`config.mk`:
```
export PLATFORM = sky130hd
export DESIGN_NAME = delay_countdown_timer
export DESIGN_NICKNAME = d
export VERILOG_FILES = /design/src/rtl/delay_countdown_timer.sv
export SDC_FILE = /design/constraint.sdc
export NUM_CORES = 1
export LEC_CHECK = 0
export CORE_MARGIN = 2
export CORE_UTILIZATION = 35
export CTS_CLUSTER_DIAMETER = 200
export DETAILED_ROUTE_END_ITERATION = 8
export PLACE_DENSITY = 0.61
export SLEW_MARGIN = 0
export SYNTH_ARGS = -nofsm -noshare
export SYNTH_HDL_FRONTEND = slang
export SYNTH_SLANG_ARGS = --single-unit
```
`constraint.sdc`:
```
create_clock -name clk -period 5.85 [get_ports clk]
set_clock_uncertainty 0.1 [all_clocks]
set_input_delay 1.17 -clock clk [delete_from_list [all_inputs] [get_ports clk]]
set_output_delay 1.17 -clock clk [all_outputs]
set_load 0.05 [all_outputs]
```
`src/rtl/delay_countdown_timer.sv`:
```
// Delay countdown timer: captures a WIDTH-bit delay D from the serial stream
// once the start pattern is found, counts (D+1)*CYCLES_PER_UNIT cycles while
// exposing the remaining units, then holds done until ack and pulses rearm.
module delay_countdown_timer #(
   parameter int unsigned WIDTH           = 4,
   parameter int unsigned CYCLES_PER_UNIT = 1000
) (
   input  logic             clk,
   input  logic             reset,
   input  logic             data,
   input  logic             start_shifting,
   input  logic             ack,
   output logic             shift_ena,
   output logic             counting,
   output logic [WIDTH-1:0] count,
   output logic             done,
   output logic             rearm
);

   localparam int unsigned BITCNT_W = $clog2(WIDTH + 1);
   localparam int unsigned SUBCNT_W = (CYCLES_PER_UNIT > 1) ? $clog2(CYCLES_PER_UNIT) : 1;
   localparam logic [SUBCNT_W-1:0] SUB_RELOAD = SUBCNT_W'(CYCLES_PER_UNIT - 1);
   localparam logic [BITCNT_W-1:0] BIT_LAST   = BITCNT_W'(WIDTH - 1);

   typedef enum logic [1:0] {
      ST_IDLE,
      ST_SHIFT,
      ST_COUNT,
      ST_DONE
   } state_t;

   state_t              state_q,   state_d;
   logic [WIDTH-1:0]    shreg_q,   shreg_d;
   logic [BITCNT_W-1:0] bitcnt_q,  bitcnt_d;
   logic [WIDTH-1:0]    unitcnt_q, unitcnt_d;
   logic [SUBCNT_W-1:0] subcnt_q,  subcnt_d;
   logic                rearm_q,   rearm_d;

   logic [WIDTH:0]      shift_word;
   logic [WIDTH-1:0]    shifted;

   // Shift register value with the current serial bit appended (MSB first).
   always_comb begin
      shift_word = {shreg_q, data};
      shifted    = shift_word[WIDTH-1:0];
   end

   // Next-state and output decode for the capture / countdown / done FSM.
   always_comb begin
      state_d   = state_q;
      shreg_d   = shreg_q;
      bitcnt_d  = bitcnt_q;
      unitcnt_d = unitcnt_q;
      subcnt_d  = subcnt_q;
      rearm_d   = 1'b0;
      shift_ena = 1'b0;
      counting  = 1'b0;
      count     = '0;
      done      = 1'b0;

      case (state_q)
         ST_IDLE: begin
            // While rearm is high the detector has not yet been cleared,
            // so its still-high start level must not retrigger a capture.
            if (start_shifting && !rearm_q) begin
               shift_ena = 1'b1;
               shreg_d   = shifted;
               bitcnt_d  = BITCNT_W'(1);
               if (WIDTH == 1) begin
                  state_d   = ST_COUNT;
                  unitcnt_d = shifted;
                  subcnt_d  = SUB_RELOAD;
               end else begin
                  state_d = ST_SHIFT;
               end
            end
         end

         ST_SHIFT: begin
            shift_ena = 1'b1;
            shreg_d   = shifted;
            bitcnt_d  = bitcnt_q + BITCNT_W'(1);
            if (bitcnt_q == BIT_LAST) begin
               state_d   = ST_COUNT;
               unitcnt_d = shifted;
               subcnt_d  = SUB_RELOAD;
            end
         end

         ST_COUNT: begin
            counting = 1'b1;
            count    = unitcnt_q;
            if (subcnt_q != '0) begin
               subcnt_d = subcnt_q - SUBCNT_W'(1);
            end else if (unitcnt_q != '0) begin
               unitcnt_d = unitcnt_q - WIDTH'(1);
               subcnt_d  = SUB_RELOAD;
            end else begin
               state_d = ST_DONE;
            end
         end

         ST_DONE: begin
            done = 1'b1;
            if (ack) begin
               state_d = ST_IDLE;
               rearm_d = 1'b1;
            end
         end

         default: begin
            state_d = ST_IDLE;
         end
      endcase
   end

   // State and datapath registers with synchronous active-high reset.
   always_ff @(posedge clk) begin
      if (reset) begin
         state_q   <= ST_IDLE;
         shreg_q   <= '0;
         bitcnt_q  <= '0;
         unitcnt_q <= '0;
         subcnt_q  <= '0;
         rearm_q   <= 1'b0;
      end else begin
         state_q   <= state_d;
         shreg_q   <= shreg_d;
         bitcnt_q  <= bitcnt_d;
         unitcnt_q <= unitcnt_d;
         subcnt_q  <= subcnt_d;
         rearm_q   <= rearm_d;
      end
   end

   assign rearm = rearm_q;

endmodule

```
* Yosys cells after proc, flatten, opt, wreduce, memory -nomap -nowiden
Index checks and enable logic that the tools add are counted.
** Word-level totals
- Register bits :: 23
- Bits of input ports :: 5
- Output and inout port bits :: 8
- Word-level logic and storage cells :: 57
** Cells by class
- Add/subtract/negate cells :: 3
- Equal/unequal tests :: 11
- Mux-type cells :: 24
- Bitwise operators :: 1
- Reduce and logical (&&, ||, !) cells :: 12
** Operator list (count)
- 10-bit two-way mux :: 3
- 10-bit case mux with 2 select lines :: 1
- 4-bit two-way mux :: 4
- 2-bit != test, second input constant :: 6
- 3-bit case mux with 2 select lines :: 2
- 2-bit two-way mux :: 5
- 10-bit nonzero test :: 1
- 10-bit by 1-bit subtractor with 10-bit output, second input constant :: 1
- 2-bit case mux with 4 select lines :: 1
- 4-bit case mux with 2 select lines :: 1
- 3-bit two-way mux :: 2
- 5-bit AND reduction :: 1
- 2-bit == test, second input constant :: 2
- 1-bit two-way mux :: 4
- 4-bit AND reduction :: 1
- 2-bit nonzero test :: 2
- 4-bit nonzero test :: 1
- 4-bit by 1-bit subtractor with 4-bit output, second input constant :: 1
- 3-bit by 1-bit adder with 3-bit output, second input constant :: 1
- 3-bit by 2-bit == test with 1-bit output, second input constant :: 1
- 3-bit != test, second input constant :: 1
- 3-bit AND reduction :: 1
- 2-bit by 1-bit == test with 1-bit output, second input constant :: 1
- 2-bit logical NOT :: 1
- other kinds (6) :: 6

* Logic depth before layout (Yosys ltp)
Gate-level depths: netlist of run 1.
- Word-level depth :: 4
- Depth in mapped cells :: 8
- Mapped depth without buffers :: 7

* Least setup slack after synthesis of run 1
Ideal clock, no wire load.
- Path type :: input to output
- Start :: input start_shifting
- End :: output shift_ena
- Data arrival time :: 1.987 ns
- Required time :: 4.580 ns
- Path slack :: 2.593 ns
- Stages on the path :: 2
- Path buffers :: 0
- Cells stage by stage :: nand2b_1 -> o21bai_1
** On the way
- Word-level cells in the longest chain between the ends :: 3
** RTL lines
- start: declaration :: RTL line 11 : input logic start_shifting,
- 1-bit logical AND :: RTL line 65 : if (start_shifting && !rearm_q) begin
- 1-bit two-way mux :: RTL line 65
- 1-bit case mux with 2 select lines :: RTL line 61 : case (state_q)
- end: declaration :: RTL line 13 : output logic shift_ena,
No other way between the ends.

* Worst setup path in the final report of run 1
Ends and elaborated chain as after synthesis.

==> key figures, run 1 <==
Final layout
  – Share of final-layout standard cells stronger than drive strength 1: 8.33%
  – Layout filler cell count: 358
  – Area growth syn-to-layout: 13.6%
  – Diode count: 0
  – Nets@finish: 171

Critical path
  – Cell Chain, Critical Path: clkdlybuf4s50_1 -> nand2b_1 -> o21bai_1 -> clkdlybuf4s50_1
  – Crit path max fanout: 3
  – Most used cell along the critical path: clkdlybuf4s50_1
  – Delay contributed by the slowest stage of the critical path: 0.81 ns
  – Depth of the worst register-to-register path: 7
  – Critical Path End: shift_ena
  – Critical Path Source: start_shifting
  – Beginning of the worst register-to-register path: state_q[0]$_SDFFE_PP0P_
  – Kind of end point of the critical path: primary output
  – Standard cell with the maximum stage delay on the critical path: clkdlybuf4s50_1
  – Endpoint of the worst-slack reg-to-reg timing path: unitcnt_q[2]$_SDFFE_PP0P_
  – Critical Path Source Type: primary input
  – FF-to-FF setup slack: 2.99 ns
  – Signal arrival time at the worst endpoint: 2.66 ns
  – Critical Path RT: 4.58 ns
  – WS Path Type: primary input to primary output

STA
  – Final TNS setup: 0 ns
  – Worst Tran Pin Value: 0.913 ns
  – Worst Slack Setup Final: 1.92 ns
  – Highest clock rate: 0.255 GHz
  – Min Clock Period, post-route: 3.93 ns
  – Hold violation count in the final report: 0
  – Total count of max-transition violations in the final report: 0
  – Share of the clock period used by the worst path: 67.2%
  – Unrepaired setup endpoints after global routing: false
  – Final setup violation count: 0
  – Max-slew headroom at the worst pin: 38.9%

Floorplanning
  – Initial standard-cell utilization of the core: 37.3%
  – Area enclosed by the die boundary: 4140 sq um
  – FP Rows: 21
  – Die X-Extent: 64.3 um
  – Number of top-level design ports: 13
  – Core region area: 3420 sq um
  – Vertical die dimension: 64.3 um

Logic synthesis
  – Mean instance size in the synthesized netlist: 8.66 sq um
  – Sequential-to-total area share from yosys stat: 36.1%
  – Yosys warning count: 0
  – Portion of netlist area occupied by mux cells: 3.14%
  – Number of distinct library cells after synthesis: 41
  – Dominant cells by area after synthesis: dfxtp_1 36%, ha_1 8.8%, nor2_1 4.4%
  – Most used flip-flop cell after synthesis: dfxtp_1
  – Share of the synthesized area in compound gates (AO/OA/AOI/OAI): 20.2%
  – Most used standard cell by instance count after synthesis: dfxtp_1
  – Count of flip-flops with a built-in enable after synthesis: 0
  – Commonest cells in the netlist: 23 x dfxtp_1, 15 x nor2_1, 11 x a21oi_1, 11 x inv_1, 10 x nand2_1
  – Number of cells produced by synthesis: 147
  – Synthesized cell area: 1270 sq um
  – Post-Synthesis Net Count: 161
  – Flops & latches, synth: 23
  – Area leader, netlist: dfxtp_1
  – Share of the synthesized area in the top cell type: 36.1%
  – Simple logic cell fraction of the synthesized area: 21.4%
  – Largest family of logic cells by synthesized area: simple AND/OR/NAND/NOR gates
  – Xor and xnor fraction of the mapped netlist area: 4.13%
  – Share of synthesized registers carrying an async set or reset: 0%
  – Synthesized-area fraction occupied by adder cells: 8.84%

Clock network
  – CTS Root Buffer Type: clkbuf_4
  – Number of clock buffers inserted by TritonCTS: 3
  – CTS tree: built
  – Post-CTS setup-driven buffer insertion count: 0
  – Count of instances resized after the clock tree is built: 0
  – Clock sink count: 23
  – H-tree levels: 1
  – Number of buffers inserted for hold repair after clock tree synthesis: 0
  – Maximum buffer depth of the clock tree: 2
  – Clock latency on the worst-skew pair: 0.32 ns
  – Clock-pin slew on the worst setup and hold paths: 0.12 ns

Hold path
  – Launch point of the worst hold path: unitcnt_q[1]$_SDFFE_PP0P_
  – Type of the tightest min-delay check: register to register
  – Depth of the worst hold-timing path: 2

Power
  – Cell area power density: 561 nW/um^2
  – Internal power component: 423 uW
  – Total net switching power: 389 uW
  – Sequential Power Share: 31.7%
  – Combinational Power Share: 59.0%
  – Power share of the clock group: 9.2%
  – Proportion of total power due to net switching: 47.9%
  – Max IR drop VDD: 224 uV
  – Pleak: 0.000544 uW

Drt
  – Number of optimization iterations in the first detailed-route pass: 4
  – Number of remaining DRC errors: 0
  – DR WL/cell: 12.5 um
  – Vias post-DR: 1,031
  – Final wirelength: 2.53 mm
  – Number of routed nets with antenna violations: 0
  – Via-to-Cell Ratio: 5.10
  – Drt initial violations: 20

Global routing
  – Global-route wire length before repair: 4.31 mm
  – Antenna violations before repair: 0
  – Total global routing track utilization: 13.0%
  – Vias in the first global route: 960
  – Pin count of the biggest net entering global routing: 26
  – Global-route congestion overflow total: 0

Placed design
  – HPWL after detailed placement: 1.82 mm
  – # port buffers: 12
  – Placer Congestion: 0.783
  – Pre-CTS setup slack: 1.91 ns

Status
  – Run status: finished clean

Job
  – Max_cap viols: 0
## layout make-up
class	count	area (sq um)	share of cell area (%)
Multi-Input combinational cell	105	736	50.9
Tap cell	46	57.6	3.98
Sequential cell	23	460	31.8
Clock inverter	1	5.00	0.346
Inverter	12	45.0	3.11
Clock buffer	3	22.5	1.56
Timing Repair Buffer	12	120	8.30
## critical path: cells and delay by family
kind | cells | cell delay (ns)
AO/OA/AOI/OAI | 1 | 0.13
buffers and inverters | 2 | 1.27
AND/OR/NAND/NOR | 1 | 0.09
## stage by stage
step / power [uW] / hold WS [ns] / instances / instance area [sq um] / util, %
floorplan: 648 / 0.340 / 147 / 1270 / -
global placement: 724 / 0.355 / 198 / 1420 / 41.5
detailed placement: 741 / 0.362 / 198 / 1420 / 41.5
CTS: 818 / 0.379 / 202 / 1450 / 42.3
global route: 886 / 0.402 / 202 / 1450 / 42.3
finish: 811 / 0.378 / 202 / 1450 / 42.3
## per-layer routing
metal  track usage [%]  up-vias  wire (um)
met4              5.85        0         24
met3              1.94        2         58
met5                 0        -          0
li1                  -      534          -
met1              16.6      484       1230
met2              21.4       11       1220
## power groups by stage
stage          Sequential (uW)  Clock, uW  Combinational (uW)
2_1_floorplan              250          0                 399
3_3_place_gp               257          0                 467
3_5_place_dp               261          0                 481
4_1_cts                    257       77.7                 483
5_1_grt                    263       83.5                 539
6_report                   258       74.7                 479
## flip-flops by register name (all words and copies together) (netlist names)
| name | count |
|---|---|
| bitcnt_q | 3 |
| rearm | 1 |
| shreg_q | 3 |
| state_q | 2 |
| subcnt_q | 10 |
| unitcnt_q | 4 |
## layout by cell type, fill, tap and decap left out, types with 2 or more instances in the layout
| cell | count |
|---|---|
| dfxtp_1 | 23 |
| nor2_1 | 15 |
| clkdlybuf4s50_1 | 12 |
| inv_1 | 11 |
| a21oi_1 | 11 |
| nand2_1 | 10 |
| ha_1 | 9 |
| nor3_1 | 7 |
| o21ai_1 | 6 |
| xor2_1 | 6 |
| mux2i_1 | 4 |
| nand2b_1 | 3 |
| clkbuf_4 | 3 |
| and2_1 | 2 |
| nor2b_1 | 2 |
| a211oi_2 | 2 |
| nor4b_1 | 2 |
| a221oi_1 | 2 |
| or3_1 | 2 |
| o32ai_1 | 2 |
| a211oi_1 | 2 |
## how the worst min path moves through the flow
stage	end	slack (ns)
floorplan	unitcnt_q[1]$_SDFFE_PP0P_	0.34
global placement	unitcnt_q[1]$_SDFFE_PP0P_	0.36
detailed placement	unitcnt_q[1]$_SDFFE_PP0P_	0.36
CTS	unitcnt_q[1]$_SDFFE_PP0P_	0.38
global route	unitcnt_q[1]$_SDFFE_PP0P_	0.40
finish	unitcnt_q[1]$_SDFFE_PP0P_	0.38
## cells by family after synthesis
family / after synthesis
AOI/OAI and AO/OA: 36
and+or+nand+nor: 50
adders and majority gates: 9
xor gates and xnor gates: 6
buffers and inverters: 19
muxes: 4
DFF: 23
No activity file was read; power rests on OpenSTA's default activity.
==> run 2, diff against run 1 <==
==> constraint.sdc (replaced) <==
create_clock -name clk -period 3.7 [get_ports clk]
set_clock_uncertainty 0.1 [all_clocks]
set_input_delay 0.74 -clock clk [delete_from_list [all_inputs] [get_ports clk]]
set_output_delay 0.74 -clock clk [all_outputs]
set_load 0.05 [all_outputs]
==> key figures, run 2 (synthesized netlist as in run 1, its figures left out) <==
STA
  – Final TNS setup: 0 ns (unchanged)
  – Hold violation count in the final report: 0 (unchanged)
  – Final setup violation count: 0 (unchanged)
  – Highest clock rate: 0.309 GHz
  – Min Clock Period, post-route: 3.24 ns
  – Max-slew headroom at the worst pin: 38.5% (-0.38 points)
  – Unrepaired setup endpoints after global routing: false
  – Worst Tran Pin Value: 0.919 ns (+0.00575 ns)
  – Share of the clock period used by the worst path: 87.5%
  – Worst-case hold slack: 0.373 ns (-0.00572 ns)
  – Total count of max-transition violations in the final report: 0 (unchanged)

Critical path
  – FF-to-FF setup slack: 1.34 ns (-1.65 ns)
  – Signal arrival time at the worst endpoint: 2.40 ns (-0.26 ns)
  – Beginning of the worst register-to-register path: state_q[0]$_SDFFE_PP0P_
  – Depth of the worst register-to-register path: 8 (+1)
  – Endpoint of the worst-slack reg-to-reg timing path: subcnt_q[3]$_SDFFE_PP0P_
  – Top delay family on crit path: buffers and inverters
  – WS Path Type: register to primary output
  – Cell Chain, Critical Path: inv_1 -> ha_1 -> inv_2 -> nor2_1 -> clkdlybuf4s50_1
  – Critical Path Source Type: register
  – Critical Path RT: 2.86 ns (-1.72 ns)
  – Crit path max fanout: 14 (+11)
  – CP Buf/Inv Count: 3 (+1)
  – Delay contributed by the slowest stage of the critical path: 0.81 ns (about the same)
  – Kind of end point of the critical path: primary output
  – Standard cell with the maximum stage delay on the critical path: clkdlybuf4s50_1

Drt
  – Drt initial violations: 12 (-40%)
  – Number of routed nets with antenna violations: 0 (unchanged)
  – Vias post-DR: 1,058 (+2.6%)
  – Final wirelength: 2.47 mm (-2.1%)
  – Number of remaining DRC errors: 0 (unchanged)
  – Via-to-Cell Ratio: 5.19 (+1.6%)
  – DR WL/cell: 12.1 um (-3.0%)
  – Number of optimization iterations in the first detailed-route pass: 7 (+3)

Job
  – Max_cap viols: 0 (unchanged)

Floorplanning
  – Initial standard-cell utilization of the core: 37.3% (unchanged)
  – Die X-Extent: 64.3 um (unchanged)
  – FP Rows: 21 (unchanged)
  – Core region area: 3420 sq um (unchanged)
  – Area enclosed by the die boundary: 4140 sq um (unchanged)
  – Vertical die dimension: 64.3 um (unchanged)
  – Number of top-level design ports: 13 (unchanged)

Power
  – Pleak: 0.000552 uW (+1.4%)
  – Cell area power density: 888 nW/um^2 (+58%)
  – Max IR drop VDD: 352 uV (+57%)
  – Power, Total: 1300 uW (+60%)

Final layout
  – Number of flip-flops in the largest register: 10 (unchanged)
  – Diode count: 0 (unchanged)
  – Layout filler cell count: 370 (+3.4%)
  – Share of final-layout standard cells stronger than drive strength 1: 8.86% (+0.53 points)
  – Nets@finish: 173 (+1.2%)
  – Area growth syn-to-layout: 14.6%
  – Most common library cell in the layout ignoring fill and taps: dfxtp_1
  – Most used cells in the layout excluding fill and tap cells: 23 x dfxtp_1, 15 x nor2_1, 12 x clkdlybuf4s50_1
  – Top Registers: subcnt_q (10), unitcnt_q (4)
  – Top reg by flops: subcnt_q

Clock network
  – Clock-pin slew on the worst setup and hold paths: 0.12 ns (about the same)
  – Clock sink count: 23 (unchanged)
  – Maximum buffer depth of the clock tree: 2 (unchanged)
  – Count of instances resized after the clock tree is built: 0 (unchanged)
  – Post-CTS setup-driven buffer insertion count: 0 (unchanged)
  – Clock latency on the worst-skew pair: 0.31 ns (about the same)
  – CTS tree: built
  – CTS Root Buffer Type: clkbuf_4
  – Number of buffers inserted for hold repair after clock tree synthesis: 0 (unchanged)
  – Number of clock buffers inserted by TritonCTS: 3 (unchanged)
  – H-tree levels: 1 (unchanged)

Global routing
  – Pin count of the biggest net entering global routing: 26 (unchanged)
  – Vias in the first global route: 988 (+2.9%)
  – Global-route congestion overflow total: 0 (unchanged)
  – Total global routing track utilization: 12.8% (-0.11 points)
  – Global-route wire length before repair: 4.26 mm (-1.1%)
  – Antenna violations before repair: 0 (unchanged)

Status
  – Run status: finished clean

Hold path
  – Hold endpoint: unitcnt_q[1]$_SDFFE_PP0P_
  – Launch point of the worst hold path: unitcnt_q[1]$_SDFFE_PP0P_
  – Type of the tightest min-delay check: register to register
  – Depth of the worst hold-timing path: 2 (unchanged)

Placed design
  – Placer Congestion: 0.799 (+2.1%)
  – HPWL after detailed placement: 1.78 mm (-2.4%)
  – # port buffers: 12 (unchanged)
==> run 2: per-stage QoR <==
step	cells	instance area [sq um]	utilization [%]	worst slack (ns)
4_1_cts	204	1460	42.7	0.453
6_report	204	1460	42.7	0.462
3_3_place_gp	200	1430	42.0	0.643
2_1_floorplan	147	1270	-	1.03
3_5_place_dp	200	1430	42.0	0.629
5_1_grt	204	1460	42.7	0.264
==> run 2: final cells by class <==
type | count | area [sq um] | share of cell area (%)
Timing Repair Buffer | 14 | 135 | 9.25
Tap cell | 46 | 57.6 | 3.94
Multi-Input combinational cell | 105 | 736 | 50.4
Sequential cell | 23 | 460 | 31.5
Inverter | 12 | 45.0 | 3.08
Clock buffer | 4 | 26.3 | 1.80
==> run 2: worst max path at each step <==
stage,from,to,cells past startpoint
floorplan,state_q[0]$_SDFFE_PP0P_,count[0],4
global placement,start_shifting,shift_ena,4
detailed placement,start_shifting,shift_ena,4
CTS,state_q[0]$_SDFFE_PP0P_,count[0],5
global route,state_q[0]$_SDFFE_PP0P_,count[1],5
finish,state_q[0]$_SDFFE_PP0P_,count[0],5
==> run 2: worst min-delay path: cells and delay by family (launching register included) <==
kind / cells / cell delay [ns]
simple gates: 1 / 0.05
flops: 1 / 0.34
compound gates: 1 / 0.05
==> run 2: routing by layer <==
metal | track usage [%] | up-vias | share of wire, %
li1 | - | 536 | -
met5 | 0 | - | 0
met2 | 22.4 | 16 | 47
met4 | 4.79 | 0 | 1.3
met1 | 16.1 | 502 | 49
met3 | 1.58 | 4 | 2.1
==> run 2: power by group <==
| part | total [uW] | leakage (uW) | internal, uW | switching [uW] |
|---|---|---|---|---|
| clock | 116 | 0.0000150 | 42.1 | 73.5 |
| combinational | 775 | 0.000349 | 315 | 460 |
| sequential | 405 | 0.000189 | 328 | 77.5 |
